## config.mk

```make
export PLATFORM = sky130hd
export DESIGN_NAME = ps2_move_decoder
export DESIGN_NICKNAME = d
export VERILOG_FILES = /design/src/rtl/ps2_pkg.sv /design/src/rtl/ps2_scancode_classify.sv /design/src/rtl/ps2_move_decoder.sv
export SDC_FILE = /design/constraint.sdc
export NUM_CORES = 1
export LEC_CHECK = 0
export ABC_AREA = 1
export CORE_MARGIN = 5
export CORE_UTILIZATION = 50
export CTS_BUF_LIST = sky130_fd_sc_hd__clkbuf_16
export DETAILED_ROUTE_END_ITERATION = 8
export GPL_ROUTABILITY_DRIVEN = 0
export GPL_TIMING_DRIVEN = 0
export HOLD_SLACK_MARGIN = 0.02
export PLACE_DENSITY = 0.81
export SLEW_MARGIN = 15
export SYNTH_ARGS = -nofsm -noshare
export SYNTH_HDL_FRONTEND = slang
export SYNTH_HIERARCHICAL = 1
export SYNTH_SLANG_ARGS = --single-unit
```

## constraint.sdc

```tcl
create_clock -name clock -period 2.85 [get_ports clock]
set_input_delay 0.855 -clock clock [delete_from_list [all_inputs] [get_ports clock]]
set_output_delay 0.855 -clock clock [all_outputs]
set_load 0.01 [all_outputs]
```

## src/rtl/ps2_pkg.sv

```systemverilog
// ps2_pkg: shared PS/2 scancode constants, byte classes and parser states
// Contents:
//   SC_*        set-2 make codes used by the move decoder
//   ps2_cls_e   classification of a single scancode byte
//   ps2_state_e prefix parser state (idle, E0 seen, F0 seen)
package ps2_pkg;

   localparam logic [7:0] SC_E0    = 8'hE0;
   localparam logic [7:0] SC_F0    = 8'hF0;
   localparam logic [7:0] SC_LEFT  = 8'h6B;
   localparam logic [7:0] SC_RIGHT = 8'h74;
   localparam logic [7:0] SC_R     = 8'h2D;
   localparam logic [7:0] SC_BKSP  = 8'h66;
   localparam logic [7:0] SC_ESC   = 8'h76;

   localparam logic [7:0] SC_A = 8'h1C;
   localparam logic [7:0] SC_B = 8'h32;
   localparam logic [7:0] SC_C = 8'h21;
   localparam logic [7:0] SC_D = 8'h23;
   localparam logic [7:0] SC_E = 8'h24;
   localparam logic [7:0] SC_F = 8'h2B;
   localparam logic [7:0] SC_G = 8'h34;
   localparam logic [7:0] SC_H = 8'h33;

   localparam logic [7:0] SC_1 = 8'h16;
   localparam logic [7:0] SC_2 = 8'h1E;
   localparam logic [7:0] SC_3 = 8'h26;
   localparam logic [7:0] SC_4 = 8'h25;
   localparam logic [7:0] SC_5 = 8'h2E;
   localparam logic [7:0] SC_6 = 8'h36;
   localparam logic [7:0] SC_7 = 8'h3D;
   localparam logic [7:0] SC_8 = 8'h3E;

   typedef enum logic [3:0] {
      CLS_LETTER,
      CLS_DIGIT,
      CLS_LEFT,
      CLS_RIGHT,
      CLS_R,
      CLS_BKSP,
      CLS_ESC,
      CLS_E0,
      CLS_F0,
      CLS_OTHER
   } ps2_cls_e;

   typedef enum logic [1:0] {
      ST_IDLE,
      ST_EXT,
      ST_BRK
   } ps2_state_e;

endpackage

```

## src/rtl/ps2_scancode_classify.sv

```systemverilog
// ps2_scancode_classify: combinational scancode byte to {class, 3-bit value}
// Ports:
//   i_byte  scancode byte
//   o_cls   byte class
//   o_val   file (letters A-H) or rank (digits 1-8) as 0-7, else 0
module ps2_scancode_classify
   import ps2_pkg::*;
(
   input  logic [7:0] i_byte,
   output ps2_cls_e   o_cls,
   output logic [2:0] o_val
);

   always_comb begin
      o_cls = CLS_OTHER;
      o_val = 3'd0;
      case (i_byte)
         SC_A:     begin o_cls = CLS_LETTER; o_val = 3'd0; end
         SC_B:     begin o_cls = CLS_LETTER; o_val = 3'd1; end
         SC_C:     begin o_cls = CLS_LETTER; o_val = 3'd2; end
         SC_D:     begin o_cls = CLS_LETTER; o_val = 3'd3; end
         SC_E:     begin o_cls = CLS_LETTER; o_val = 3'd4; end
         SC_F:     begin o_cls = CLS_LETTER; o_val = 3'd5; end
         SC_G:     begin o_cls = CLS_LETTER; o_val = 3'd6; end
         SC_H:     begin o_cls = CLS_LETTER; o_val = 3'd7; end
         SC_1:     begin o_cls = CLS_DIGIT;  o_val = 3'd0; end
         SC_2:     begin o_cls = CLS_DIGIT;  o_val = 3'd1; end
         SC_3:     begin o_cls = CLS_DIGIT;  o_val = 3'd2; end
         SC_4:     begin o_cls = CLS_DIGIT;  o_val = 3'd3; end
         SC_5:     begin o_cls = CLS_DIGIT;  o_val = 3'd4; end
         SC_6:     begin o_cls = CLS_DIGIT;  o_val = 3'd5; end
         SC_7:     begin o_cls = CLS_DIGIT;  o_val = 3'd6; end
         SC_8:     begin o_cls = CLS_DIGIT;  o_val = 3'd7; end
         SC_LEFT:  o_cls = CLS_LEFT;
         SC_RIGHT: o_cls = CLS_RIGHT;
         SC_R:     o_cls = CLS_R;
         SC_BKSP:  o_cls = CLS_BKSP;
         SC_ESC:   o_cls = CLS_ESC;
         SC_E0:    o_cls = CLS_E0;
         SC_F0:    o_cls = CLS_F0;
         default:  ;
      endcase
   end

endmodule

```

## src/rtl/ps2_move_decoder.sv

```systemverilog
// ps2_move_decoder: PS/2 scancode stream to board-square and command register writes
// Ports:
//   clock, reset (async active-low)
//   ps2_key_data/ps2_key_pressed    scancode byte and its one-cycle strobe
//   keyboard_we/_write_data/_write_address  registered one-cycle write port
//   slot_sel                        current destination slot
//   have_letter/have_number         partial-entry status
module ps2_move_decoder
   import ps2_pkg::*;
#(
   parameter int                NUM_SLOTS = 2,
   parameter int                ADDR_W    = 12,
   parameter int                DATA_W    = 32,
   parameter logic [ADDR_W-1:0] BASE_ADDR = 12'd64,
   parameter logic [ADDR_W-1:0] CMD_ADDR  = 12'd67,
   localparam int               SLOT_W    = (NUM_SLOTS > 1) ? $clog2(NUM_SLOTS) : 1
)(
   input  logic              clock,
   input  logic              reset,
   input  logic [7:0]        ps2_key_data,
   input  logic              ps2_key_pressed,
   output logic              keyboard_we,
   output logic [DATA_W-1:0] keyboard_write_data,
   output logic [ADDR_W-1:0] keyboard_write_address,
   output logic [SLOT_W-1:0] slot_sel,
   output logic              have_letter,
   output logic              have_number
);

   localparam logic [SLOT_W-1:0] SLOT_MAX = SLOT_W'(NUM_SLOTS - 1);

   ps2_cls_e          w_cls;
   logic [2:0]        w_val;
   logic              w_make;
   logic [ADDR_W-1:0] w_slot_addr;

   ps2_state_e        r_state;
   logic [7:0]        r_last_make;
   logic [2:0]        r_file;
   logic [2:0]        r_rank;
   logic              r_have_letter;
   logic              r_have_number;
   logic              r_last_was_letter;
   logic [SLOT_W-1:0] r_slot;
   logic              r_we;
   logic [DATA_W-1:0] r_data;
   logic [ADDR_W-1:0] r_addr;

   ps2_scancode_classify u_classify (
      .i_byte (ps2_key_data),
      .o_cls  (w_cls),
      .o_val  (w_val)
   );

   // A make byte is acted on only outside a break sequence, when it is not a
   // prefix, and when it differs from the held key (typematic repeats dropped).
   assign w_make = ps2_key_pressed && r_state != ST_BRK && w_cls != CLS_F0 &&
                   w_cls != CLS_E0 && ps2_key_data != r_last_make;
   assign w_slot_addr = BASE_ADDR + ADDR_W'(r_slot);

   always_ff @(posedge clock or negedge reset) begin
      if (!reset) begin
         r_state           <= ST_IDLE;
         r_last_make       <= 8'h00;
         r_file            <= 3'd0;
         r_rank            <= 3'd0;
         r_have_letter     <= 1'b0;
         r_have_number     <= 1'b0;
         r_last_was_letter <= 1'b0;
         r_slot            <= '0;
         r_we              <= 1'b0;
         r_data            <= '0;
         r_addr            <= BASE_ADDR;
      end else begin
         r_we <= 1'b0;
         if (ps2_key_pressed) begin
            // E0 E0 falls through to IDLE: a repeated prefix is treated as noise.
            r_state <= (r_state == ST_BRK) ? ST_IDLE :
                       (w_cls == CLS_F0) ? ST_BRK :
                       (w_cls == CLS_E0 && r_state == ST_IDLE) ? ST_EXT : ST_IDLE;
            if (r_state == ST_BRK && ps2_key_data == r_last_make)
               r_last_make <= 8'h00;
         end
         if (w_make) begin
            r_last_make <= ps2_key_data;
            case (w_cls)
               CLS_LETTER: begin
                  r_file            <= w_val;
                  r_last_was_letter <= 1'b1;
                  r_have_letter     <= !r_have_number;
                  r_have_number     <= 1'b0;
                  if (r_have_number) begin
                     r_we   <= 1'b1;
                     r_addr <= w_slot_addr;
                     r_data <= DATA_W'({r_rank, w_val});
                  end
               end
               CLS_DIGIT: begin
                  r_rank            <= w_val;
                  r_last_was_letter <= 1'b0;
                  r_have_number     <= !r_have_letter;
                  r_have_letter     <= 1'b0;
                  if (r_have_letter) begin
                     r_we   <= 1'b1;
                     r_addr <= w_slot_addr;
                     r_data <= DATA_W'({w_val, r_file});
                  end
               end
               CLS_LEFT: begin
                  r_slot        <= (r_slot == '0) ? r_slot : r_slot - 1'b1;
                  r_have_letter <= 1'b0;
                  r_have_number <= 1'b0;
               end
               CLS_RIGHT: begin
                  r_slot        <= (r_slot == SLOT_MAX) ? r_slot : r_slot + 1'b1;
                  r_have_letter <= 1'b0;
                  r_have_number <= 1'b0;
               end
               CLS_BKSP: begin
                  // Only one flag can be pending at a time; drop the newest one.
                  if (r_last_was_letter) r_have_letter <= 1'b0;
                  else                   r_have_number <= 1'b0;
               end
               CLS_ESC: begin
                  r_slot        <= '0;
                  r_have_letter <= 1'b0;
                  r_have_number <= 1'b0;
               end
               CLS_R: begin
                  r_we          <= 1'b1;
                  r_addr        <= CMD_ADDR;
                  r_data        <= DATA_W'(1);
                  r_have_letter <= 1'b0;
                  r_have_number <= 1'b0;
               end
               default: ;
            endcase
         end
      end
   end

   assign keyboard_we            = r_we;
   assign keyboard_write_data    = r_data;
   assign keyboard_write_address = r_addr;
   assign slot_sel               = r_slot;
   assign have_letter            = r_have_letter;
   assign have_number            = r_have_number;

endmodule

```

; ---- Word level (Yosys, flattened, before mapping)
; Cells that the tools add are included.
[totals]
register_bits = 65
input_bits = 11
output_inout_bits = 48
elab_cells = 117
[op_classes]
n_addsub = 3
eq_ne = 41
n_mux = 26
n_reduce_logical = 36
[op_table]
columns = operator, n
row1 = $eq A8 B6 Y1 const B, 14
row2 = $pmux W32 S3, 1
row3 = $mux W32, 2
row4 = $pmux W12 S3, 1
row5 = $pmux W4 S9, 1
row6 = $eq A8 B7 Y1 const B, 4
row7 = $eq A8 B5 Y1 const B, 3
row8 = $mux W12, 2
row9 = $mux W8, 3
row10 = $pmux W3 S7, 1
row11 = $eq A4 B3 Y1 const B, 4
row12 = $eq A8 B8 Y1 const B, 2
row13 = $reduce_or A8 Y1, 2
row14 = $reduce_or A2 Y1, 7
row15 = $pmux W1 S3, 4
row16 = $reduce_bool A3 Y1, 4
row17 = $ne A2 B2 Y1 const B, 5
row18 = $reduce_and A2 Y1, 5
row19 = $reduce_or A5 Y1, 2
row20 = $add A7 B1 Y8 const A, 1
row21 = $eq A4 B2 Y1 const B, 2
row22 = $eq A8 B8 Y1, 1
row23 = $mux W1, 8
row24 = $ne A8 B8 Y1, 1
row25 = 16 further kinds, 26

; ---- Logic depth before layout (Yosys ltp)
; Gate-level depths: netlist of run 1.
[logic_depth]
ltp_word = 9
ltp_mapped = 18
ltp_nobuf = 18

; ---- By module
; The synthesis of run 1 kept the hierarchy.
[modules_own_cells]
columns = mod, n_inst, cells_per_inst, area_each_um2, seq_area_each_um2
row1 = ps2_move_decoder, 1, 266, 1941.9, 725.7
row2 = ps2_scancode_classify, 1, 97, 460.4, 0.0

; ---- Least setup slack after synthesis of run 1
; OpenSTA, ideal clock, no wires.
[synth_path]
path_type = input to register
from = input ps2_key_data[7]
to = register r_addr[0], in the netlist keyboard_write_address[0]
setup_time_ns = 0.117
t_arrival_ns = 2.394
t_required_ns = 2.733
slack_ns = 0.339
cell_stages = 16
n_path_buf = 0
cell_sequence = inv_1 -> nand2_1 -> nor2_2 -> nand2_1 -> nand3_1 -> nor2_2 -> nand3_2 -> nand2_1 -> nor2_2 -> nand2_1 -> inv_2 -> nand2_1 -> nand3_4 -> nand3_4 -> nand2_1 -> nand2_1
[synth_via]
elab_chain_cells = 8
elab_cells_between_ends = 40
classes_between = eq/ne (30) / mux (2) / reduce/logical (8)
[synth_rtl]
columns = item, line
row1 = from (decl), ps2_move_decoder.sv:20  ; input logic [7:0] ps2_key_data,
row2 = $eq A8 B5 Y1 / $eq A8 B6 Y1 (equally long branches), ps2_scancode_classify.sv:17  ; case (i_byte)
row3 = $reduce_or A8 Y1 (no line), n/a
row4 = $pmux W4 S9 (*), ps2_scancode_classify.sv:17
row5 = named net w_cls[3], ps2_move_decoder.sv:32  ; ps2_cls_e w_cls;
row6 = $ne A4 B4 Y1, ps2_move_decoder.sv:57  ; assign w_make = ps2_key_pressed && r_state != ST_BRK && w_cls != CLS_F0 &&
row7 = $logic_and A1 B1 Y1 (2 in a row), ps2_move_decoder.sv:57
row8 = $logic_and A1 B1 Y1, ps2_move_decoder.sv:58  ; w_cls != CLS_E0 && ps2_key_data != r_last_make;
row9 = $reduce_and A4 Y1 (no line), n/a
row10 = to (signal assigned), ps2_move_decoder.sv:94  ; r_addr <= w_slot_addr;
row11 = to (signal assigned), ps2_move_decoder.sv:105  ; r_addr <= w_slot_addr;
row12 = to (decl), ps2_move_decoder.sv:47  ; logic [ADDR_W-1:0] r_addr;
; The timed path passes the listed nets; every way through them passes the cells marked *.
; A chain may end at the register's enable or synchronous reset.

; ---- Final worst setup path of run 1
[layout_path]
from = input ps2_key_data[0]
to = register r_data[4], in the netlist keyboard_write_data[4]
[layout_via]
elab_chain_cells = 8
elab_cells_between_ends = 49
classes_between = eq/ne (30) / mux (4) / reduce/logical (15)
[layout_rtl]
columns = item, line
row1 = $eq A8 B5 Y1 / $eq A8 B6 Y1 (equally long branches), ps2_scancode_classify.sv:17
row2 = $reduce_or A8 Y1 (no line), n/a
row3 = $pmux W4 S9 (*), ps2_scancode_classify.sv:17
row4 = named net w_cls[0], ps2_move_decoder.sv:32
row5 = $ne A4 B4 Y1, ps2_move_decoder.sv:57
row6 = $logic_and A1 B1 Y1 (2 in a row), ps2_move_decoder.sv:57
row7 = $logic_and A1 B1 Y1, ps2_move_decoder.sv:58
row8 = $reduce_and A4 Y1 (no line), n/a
row9 = to (signal assigned), ps2_move_decoder.sv:95  ; r_data <= DATA_W'({r_rank, w_val});
row10 = to (signal assigned), ps2_move_decoder.sv:106  ; r_data <= DATA_W'({w_val, r_file});
row11 = to (decl), ps2_move_decoder.sv:46  ; logic [DATA_W-1:0] r_data;
; The timed path passes the listed nets; every way through them passes the cells marked *. The select of a mux whose other input is x is not followed.

==> impl_metrics.env, run 1 <==
export IMPL_layout_drive_gt1_share=0.241
export IMPL_ff2ff_path_depth=9
export IMPL_hold_viol_final=0
export IMPL_clock_fmax_ghz=0.379
export IMPL_routedWlPerCell_um=11.5
export IMPL_status="complete, no violations"
export IMPL_synth_warnings=6
export IMPL_placement_io_buffers=22
export IMPL_cp_arrival_ns=2.80
export IMPL_path_max_fanout=9
export IMPL_fin_skew_ns=0.00302
export IMPL_cts_hold_buf=0
export IMPL_grt_pass1_wl_mm=9.52
export IMPL_grt_usage=0.190
export IMPL_routed_wl_met2_mm=2.58
export IMPL_globalRouteOverflowTotal=0
export IMPL_netlist_area_um2=2400
export IMPL_rr_startpoint="r_last_make[1]"
export IMPL_r2r_slack_ns=1.35
export IMPL_layout_common_cells="nand2_1 (117), nand3_1 (40), buf_4 (39), conb_1 (36), inv_1 (30)"
export IMPL_antenna_cells=0
export IMPL_tritoncts="done"
export IMPL_rows=25
export IMPL_core_area_um2=4690
export IMPL_ir_worst_vdd_mv=0.282
export IMPL_drv_slew=0
export IMPL_cts_made_buffers=5
export IMPL_dr_wl_met3_um=372
export IMPL_drc=0
export IMPL_critPathBufInv=2
export IMPL_grt_pass1_vias=2183
export IMPL_syn_to_final_growth_pct=24.8
export IMPL_clk_pin_slew_ns=0.05
export IMPL_crit_start="ps2_key_data[0]"
export IMPL_final_util=0.639
export IMPL_hold_path_class="flop to flop"
export IMPL_clock_path_buffers=2
export IMPL_die_y_um=79.3
export IMPL_layout_nets=438
export IMPL_avgSynthCellArea_um2=6.62
export IMPL_cpLargestDelayFamily="simple AND/OR/NAND/NOR gates"
export IMPL_h_tree_depth=2
export IMPL_path_cells="clkbuf_2 > nor2_2 > nor2_2 > nand3_2 > nand2_1 > nor3_1 > nand2_4 > nor2_4 > nand2_1 > inv_2 > nand2_1 > nand3_4 > nand3_4 > nand2_1 > nand2_1"
export IMPL_power_w=0.00141
export IMPL_period_share=0.926
export IMPL_ys_seq_area_frac=0.302
export IMPL_via_per_inst=4.84
export IMPL_setup_viol=0
export IMPL_relSlewSlack=0.542
export IMPL_ant_nets=0
export IMPL_r2r_end="r_file[0]"
export IMPL_clock_latency_ns=0.27
export IMPL_start_util=0.512
export IMPL_stdcell_count=482
export IMPL_die_w_um=79.3
export IMPL_critPathRequiredTime_ns=3.01
export IMPL_critPathCapture="keyboard_write_data[4]"
export IMPL_initialDrtViolationCount=172
export IMPL_vias=2334
export IMPL_crit_top_cell="nand2_1"
export IMPL_place_ws_ns=-0.630
export IMPL_dp_cells=473
export IMPL_worstSetupPathType="primary input to flop"
export IMPL_drt_total_wl_mm=5.53
export IMPL_io_pins=59
export IMPL_wl_met1_mm=2.46
export IMPL_antenna_found_initial=0
export IMPL_tightestPinTransition_ns=0.688
export IMPL_hold_ws_ns=0.467
export IMPL_grt_start_max_net_pins=30
export IMPL_ys_ff_latch=29
export IMPL_die_area_um2=6290
export IMPL_synth_cells=363
export IMPL_layout_commonest_cell="nand2_1"
export IMPL_max_cap_viol_count=0
export IMPL_min_period_ns=2.64
export IMPL_cts_sinks=29
export IMPL_drtPass1Iterations=4
export IMPL_slowest_delay_ns=0.32
export IMPL_top_layer_used="met4"
export IMPL_postLayoutSetupSlackWorst_ns=0.212
export IMPL_powerDensity_nw_per_um2=470
export IMPL_cp_end_kind="flop"
export IMPL_cts_root_buf="clkbuf_16"
export IMPL_synth_cell_type_count=26
export IMPL_cp_start_kind="primary input"
export IMPL_power_leakage_nw=1.74
export IMPL_place_hpwl_mm=4.27
export IMPL_cp_slowest_cell="nor3_1"
export IMPL_path_depth=15
[how the worst min path moves through the flow]
stage	depth (start not counted)	to	slack [ns]	start
6_report	2	r_file[1]	0.47	r_file[1]
2_1_floorplan	2	r_file[1]	0.44	r_file[1]
4_1_cts	2	r_file[1]	0.47	r_file[1]
3_5_place_dp	2	keyboard_write_address[0]	0.46	keyboard_write_address[0]
5_1_grt	2	keyboard_write_address[0]	0.49	keyboard_write_address[0]
3_3_place_gp	2	r_file[2]	0.46	r_file[2]
[worst reg2reg max path: cells and delay by family (launching register included)]
kind | cells | cell delay [ns]
buffers and inverters | 1 | 0.27
AND/OR/NAND/NOR | 8 | 0.73
flip-flops | 1 | 0.39
[registers in the layout, summed over array words and instances, names as in the netlist]
signal	cells
slot_sel	1
r_state	2
r_last_make	8
r_file	3
r_rank	3
keyboard_write_data	6
keyboard_we	1
r_last_was_letter	1
have_number	1
keyboard_write_address	2
have_letter	1
[cell families (layout without fill, tap and decap cells)]
logic type,after synthesis,in the layout,share of synthesized area
AOI/OAI and AO/OA,8,8,0.0193
buffers and inverters,81,112,0.191
xor gates and xnor gates,3,3,0.0109
other,2,36,0.00313
and+or+nand+nor,240,240,0.474
DFF,29,29,0.302
[layout make-up]
type,instances,area (um^2)
Sequential cell,29,726
Tap cell,54,67.6
Multi-Input combinational cell,287,1400
Clock inverter,3,37.5
Fill cell,433,1690
Buffer,42,312
Timing Repair Buffer,23,183
Inverter,39,146
Clock buffer,5,125
[per-stage QoR]
stage                     setup TNS [ns]  instance area, um^2
final                                  0                 3000
after CTS                              0                 2990
after floorplan                        0                 2530
after detailed placement          -15.15                 2810
after global placement            -13.66                 2820
after global routing            -0.00454                 3000
[cells in the mapped netlist]
| library cell | n | area share |
|---|---|---|
| nand2_1 | 124 | 0.19 |
| nand3_1 | 40 | 0.083 |
| buf_6 | 1 | 0.0047 |
| nor3_1 | 2 | 0.0042 |
| nand4_1 | 21 | 0.055 |
| nand3_4 | 2 | 0.015 |
| buf_4 | 38 | 0.12 |
| dfrtp_1 | 29 | 0.30 |
| inv_1 | 29 | 0.045 |
| nor2_4 | 2 | 0.0094 |
| nor2_2 | 11 | 0.029 |
| clkinv_1 | 1 | 0.0016 |
| inv_2 | 9 | 0.014 |
| and2_1 | 1 | 0.0026 |
| or2_1 | 1 | 0.0026 |
| a21oi_1 | 2 | 0.0042 |
| o21ai_0 | 3 | 0.0062 |
| conb_1 | 2 | 0.0031 |
| buf_2 | 3 | 0.0062 |
| o22ai_1 | 2 | 0.0052 |
| nor3b_1 | 1 | 0.0031 |
| o2111ai_1 | 1 | 0.0036 |
| nor2_1 | 24 | 0.038 |
| xnor2_1 | 3 | 0.011 |
| nand2_2 | 4 | 0.010 |
| nand3_2 | 7 | 0.029 |
[report_power, final]
group          internal, W  switching [W]  leakage, nW
clock             0.000404       0.000170       0.0826
combinational     0.000145       0.000196         1.28
sequential        0.000457      0.0000362        0.386
[routing by layer]
layer | GRT usage | vias to the layer above
li1 | - | 1215
met5 | 0 | -
met4 | 0.0842 | 0
met3 | 0.0454 | 8
met2 | 0.318 | 69
met1 | 0.230 | 1042
[repair_timing]
action | CTS | global route
pin swaps | 0 | 1
buffers inserted | 0 | 1
setup endpoints to repair | 27 | 27
resized for setup | 17 | 23
No activity file was read; power rests on OpenSTA's default activity.
==> run 2, diff against run 1 <==
--- a/config.mk
+++ b/config.mk
@@ -6,6 +6,7 @@
 export NUM_CORES = 1
 export LEC_CHECK = 0
 export ABC_AREA = 1
+export CAP_MARGIN = 20
 export CORE_MARGIN = 5
 export CORE_UTILIZATION = 50
 export CTS_BUF_LIST = sky130_fd_sc_hd__clkbuf_16
@@ -13,7 +14,7 @@
 export GPL_ROUTABILITY_DRIVEN = 0
 export GPL_TIMING_DRIVEN = 0
 export HOLD_SLACK_MARGIN = 0.02
-export PLACE_DENSITY = 0.81
+export PLACE_DENSITY_LB_ADDON = 0.2
 export SLEW_MARGIN = 15
 export SYNTH_ARGS = -nofsm -noshare
 export SYNTH_HDL_FRONTEND = slang
==> impl_metrics.env, run 2 (same netlist as run 1, synthesis figures left out) <==
export IMPL_layout_nets=438
export IMPL_drtPass1Iterations=5
export IMPL_cts_hold_buf=0
export IMPL_antenna_found_initial=0
export IMPL_tritoncts="done"
export IMPL_clk_pin_slew_ns=0.05
export IMPL_grt_pass1_wl_mm=9.54
export IMPL_hold_path_depth=2
export IMPL_n_fill_cell=432
export IMPL_cp_slowest_cell="buf_6"
export IMPL_fin_skew_ns=0.00767
export IMPL_crit_top_cell="nand2_1"
export IMPL_cp_arrival_ns=2.83
export IMPL_grt_pass1_vias=2140
export IMPL_rows=25
export IMPL_path_cells="clkbuf_2 > nand2_1 > clkinv_1 > nand2_1 > nand2_1 > nand2_2 > nand3_2 > nor2_2 > nand3_2 > nand2_4 > nor2_4 > nand3_1 > nand2_1 > nor2_4 > buf_6 > nand3_2 > nand2_1 > nand2_1"
export IMPL_grt_start_max_net_pins=30
export IMPL_core_area_um2=4690
export IMPL_cp_start_kind="primary input"
export IMPL_slowest_delay_ns=0.17
export IMPL_largest_reg_flops=8
export IMPL_relSlewSlack=0.541
export IMPL_powerDensity_nw_per_um2=472
export IMPL_clock_latency_ns=0.27
export IMPL_worstSetupPathType="primary input to flop"
export IMPL_ir_worst_vdd_mv=0.236
export IMPL_grt_usage=0.190
export IMPL_tns_ns=0
export IMPL_period_share=0.938
export IMPL_status="complete, no violations"
export IMPL_drc=0
export IMPL_die_w_um=79.3
export IMPL_die_area_um2=6290
export IMPL_power_leakage_nw=1.74
export IMPL_path_depth=18
export IMPL_cts_sinks=29
export IMPL_top_register="r_last_make"
export IMPL_drt_total_wl_mm=5.73
export IMPL_place_hpwl_mm=4.26
export IMPL_min_period_ns=2.67
export IMPL_routedWlPerCell_um=11.9
export IMPL_cts_made_buffers=5
export IMPL_clock_fmax_ghz=0.374
export IMPL_cp_end_kind="flop"
export IMPL_vias=2362
export IMPL_placement_io_buffers=22
export IMPL_cts_root_buf="clkbuf_16"
export IMPL_layout_drive_gt1_share=0.245
export IMPL_hold_viol_final=0
export IMPL_drv_slew=0
export IMPL_ant_nets=0
export IMPL_critPathBufInv=3
export IMPL_max_cap_viol_count=0
export IMPL_layout_common_cells="nand2_1 (118), nand3_1 (40), buf_4 (39), conb_1 (36), inv_1 (30)"
export IMPL_rsz0062_at_grt="no"
export IMPL_setup_viol=0
export IMPL_ff2ff_path_depth=9
export IMPL_io_pins=59
export IMPL_tightestPinTransition_ns=0.689
export IMPL_hold_path_class="flop to flop"
export IMPL_via_per_inst=4.90
export IMPL_cpLargestDelayFamily="simple AND/OR/NAND/NOR gates"
export IMPL_hold_ws_ns=0.470
export IMPL_critPathRequiredTime_ns=3.01
export IMPL_layout_commonest_cell="nand2_1"
export IMPL_initialDrtViolationCount=155
export IMPL_clock_path_buffers=2
export IMPL_h_tree_depth=2
export IMPL_path_max_fanout=10
export IMPL_start_util=0.512
export IMPL_antenna_cells=0
export IMPL_globalRouteOverflowTotal=0
export IMPL_die_y_um=79.3
export IMPL_syn_to_final_growth_pct=25.2
run 2: changes by cell type in the layout (fill, tap and decap cells not counted), sizes merged:
cell    previous run  this run
buf               44        45
clkbuf            13        12
run 2: path summary, 6_finish.rpt:
path | start | endpoint | slack, ns
worst max-delay path | ps2_key_data[1] | r_last_was_letter | 0.18
worst min-delay path | keyboard_write_data[0] | keyboard_write_data[0] | 0.47
worst max register to register | r_last_make[4] | r_last_was_letter | 1.34
worst min register to register | keyboard_write_data[0] | keyboard_write_data[0] | 0.47
max in group asynchronous | reset | r_last_make[3] | 1.77
min in group asynchronous | reset | have_number | 0.62
run 2: final cells by class:
class,count,area (um^2),share of cell area
multi-input cells,287,1410,0.468
flip-flops and latches,29,726,0.241
plain buffers,42,312,0.104
repair buffers,23,183,0.0607
inverters,39,149,0.0495
clock buffers,5,125,0.0416
well taps,54,67.6,0.0225
clock inverters,3,37.5,0.0125
run 2: repair_timing:
item	CTS	global route
gates resized for setup	19	26
setup buffers	1	0
pin swaps	1	2
setup endpoints to repair	27	27
run 2: worst min-delay path, stage by stage, from the launching register on:
cell,delay (ns)
dfrtp_1,0.34
nand2_1,0.05
nand2_1,0.04
run 2: power by group:
group / internal, W / switching, W
Combinational: 0.000146 / 0.000196
Sequential: 0.000457 / 0.0000382
Clock: 0.000405 / 0.000177
run 2: through the flow:
| stage | setup WS, ns | utilization | cell area (um^2) | power [W] | instances |
|---|---|---|---|---|---|
| 2_1_floorplan | 0.339 | - | 2530 | 0.000722 | 397 |
| 3_3_place_gp | -0.607 | 0.601 | 2820 | 0.000827 | 473 |
| 3_5_place_dp | -0.665 | 0.599 | 2810 | 0.000832 | 473 |
| 4_1_cts | 0.0172 | 0.639 | 3000 | 0.00142 | 482 |
| 5_1_grt | 0.0121 | 0.641 | 3010 | 0.00150 | 482 |
| 6_report | 0.176 | 0.641 | 3010 | 0.00142 | 482 |
run 2: layer usage:
layer	track usage	up-vias	part of all wire	wire length (um)
met5	0	-	0	0
met4	0.0670	0	0.023	131
met3	0.0408	14	0.073	419
met2	0.315	99	0.45	2590
met1	0.245	1027	0.45	2580
li1	-	1222	-	-
==> run 3, diff against run 2 <==
--- a/config.mk
+++ b/config.mk
@@ -9,8 +9,8 @@
 export CAP_MARGIN = 20
 export CORE_MARGIN = 5
 export CORE_UTILIZATION = 50
-export CTS_BUF_LIST = sky130_fd_sc_hd__clkbuf_16
 export DETAILED_ROUTE_END_ITERATION = 8
+export DONT_BUFFER_PORTS = 1
 export GPL_ROUTABILITY_DRIVEN = 0
 export GPL_TIMING_DRIVEN = 0
 export HOLD_SLACK_MARGIN = 0.02
==> impl_metrics.env, run 3 (same netlist as run 1, synthesis figures left out) <==
export IMPL_drtPass1Iterations=5
export IMPL_routed_wl_met2_mm=2.52
export IMPL_top_register="r_last_make"
export IMPL_grt_pass1_vias=2073
export IMPL_cp_slowest_cell="nand2_1"
export IMPL_h_tree_depth=2
export IMPL_cp_end_kind="flop"
export IMPL_path_max_fanout=10
export IMPL_layout_drive_gt1_share=0.207
export IMPL_min_period_ns=2.61
export IMPL_clock_latency_ns=0.28
export IMPL_top_layer_used="met4"
export IMPL_syn_to_final_growth_pct=13.2
export IMPL_postLayoutSetupSlackWorst_ns=0.238
export IMPL_r2r_slack_ns=1.39
export IMPL_hold_path_class="primary input to asynchronous set/reset pin"
export IMPL_rsz0062_at_grt="no"
export IMPL_worstSetupPathType="primary input to flop"
export IMPL_slowest_delay_ns=0.28
export IMPL_layout_commonest_cell="nand2_1"
export IMPL_stdcell_count=459
export IMPL_ir_worst_vdd_mv=0.192
export IMPL_post_cts_setup_buffers=0
export IMPL_dr_wl_met3_um=469
export IMPL_critPathRequiredTime_ns=3.02
export IMPL_tritoncts="done"
export IMPL_cpLargestDelayFamily="simple AND/OR/NAND/NOR gates"
export IMPL_setup_viol=0
export IMPL_n_fill_cell=451
export IMPL_tightestPinTransition_ns=0.529
export IMPL_place_ws_ns=-0.00937
export IMPL_drc=0
export IMPL_critPathBufInv=1
export IMPL_clock_fmax_ghz=0.383
export IMPL_dp_cells=451
export IMPL_core_area_um2=4690
export IMPL_period_share=0.916
export IMPL_initialDrtViolationCount=157
export IMPL_fin_skew_ns=0.00434
export IMPL_start_util=0.512
export IMPL_finalInstanceArea_um2=2720
export IMPL_clk_pin_slew_ns=0.06
export IMPL_rows=25
export IMPL_status="complete, no violations"
export IMPL_grt_usage=0.186
export IMPL_die_w_um=79.3
export IMPL_placed_area_um2=2600
export IMPL_antenna_found_initial=0
export IMPL_cts_sinks=29
export IMPL_placement_io_buffers=0
export IMPL_drv_slew=0
export IMPL_cp_arrival_ns=2.78
export IMPL_crit_top_cell="nand2_1"
export IMPL_cts_root_buf="clkbuf_8"
export IMPL_wl_met1_mm=2.40
export IMPL_die_y_um=79.3
export IMPL_routedWlPerCell_um=12.1
export IMPL_globalRouteOverflowTotal=0
export IMPL_ant_nets=0
export IMPL_relSlewSlack=0.647
export IMPL_cts_resized=0
export IMPL_cp_start_kind="primary input"
export IMPL_die_area_um2=6290
export IMPL_path_cells="inv_1 > nand2_1 > nor2_4 > nand2_1 > nand3_1 > nor2_2 > nand3_2 > nand2_1 > nor2_1 > nand2_1 > nand3_4 > nand3_4 > nand2_1 > nand2_1"
export IMPL_powerDensity_nw_per_um2=444
export IMPL_max_cap_viol_count=0
export IMPL_grt_pass1_wl_mm=9.27
export IMPL_hold_viol_final=0
export IMPL_clock_path_buffers=2
export IMPL_drt_total_wl_mm=5.56
export IMPL_cts_hold_buf=0
export IMPL_layout_nets=415
export IMPL_multi_input_area_um2=1350
export IMPL_layout_common_cells="nand2_1 (124), nand3_1 (40), buf_4 (38), conb_1 (36)"
export IMPL_grt_start_max_net_pins=30
export IMPL_io_pins=59
export IMPL_place_hpwl_mm=4.16
export IMPL_vias=2277
export IMPL_cts_made_buffers=5
export IMPL_seqCellArea_um2=726
export IMPL_power_leakage_nw=1.63
export IMPL_via_per_inst=4.96
export IMPL_antenna_cells=0
export IMPL_largest_reg_flops=8
-- run 3: cell count changes in the layout (fill, tap and decap cells not counted), sizes merged --
cell | previous run | this run
inv | 39 | 38
buf | 45 | 42
clkbuf | 12 | 7
clkinv | 2 | 1
clkdlybuf4s50 | 13 | 0
-- run 3: routing by layer --
layer | track usage | vias up
li1 | - | 1168
met1 | 0.230 | 993
met2 | 0.307 | 98
met3 | 0.0408 | 18
met4 | 0.0893 | 0
met5 | 0 | -
-- run 3: worst reg2reg max path: cells and delay by family, from the launching register on --
kind / cells / cell delay [ns]
buf+inv: 2 / 0.32
flops: 1 / 0.37
simple gates: 8 / 0.67
-- run 3: power by group --
group	total (W)	switching [W]	internal (W)
combinational	0.000255	0.000149	0.000105
clock	0.000444	0.000159	0.000285
sequential	0.000509	0.0000522	0.000456
total	0.00121	0.000361	0.000847
-- run 3: layout make-up --
| type | instances | share of cell area |
|---|---|---|
| buffer | 42 | 0.115 |
| sequential | 29 | 0.267 |
| clock buffer | 7 | 0.0318 |
| inverter | 39 | 0.0538 |
| tap | 54 | 0.0249 |
| multi-input combinational | 287 | 0.497 |
| clock inverter | 1 | 0.0110 |
-- run 3: path summary, 6_finish.rpt --
kind                       cells after the start                     end            start
max reg2reg                                   10               r_file[2]   r_last_make[7]
min reg2reg                                    2               r_file[1]        r_file[1]
min in group clock                             2               r_file[1]        r_file[1]
max in group asynchronous                      0             have_letter            reset
min                                            0          r_last_make[6]            reset
max                                           14  keyboard_write_data[4]  ps2_key_data[7]
-- run 3: stage by stage --
step | hold WS [ns] | util | TNS, ns | power [W]
2_1_floorplan | 0.442 | - | 0 | 0.000722
3_3_place_gp | 0.458 | 0.554 | 0 | 0.000759
3_5_place_dp | 0.467 | 0.554 | -0.00937 | 0.000765
4_1_cts | 0.257 | 0.578 | 0 | 0.00121
5_1_grt | 0.254 | 0.579 | 0 | 0.00128
6_report | 0.265 | 0.579 | 0 | 0.00121
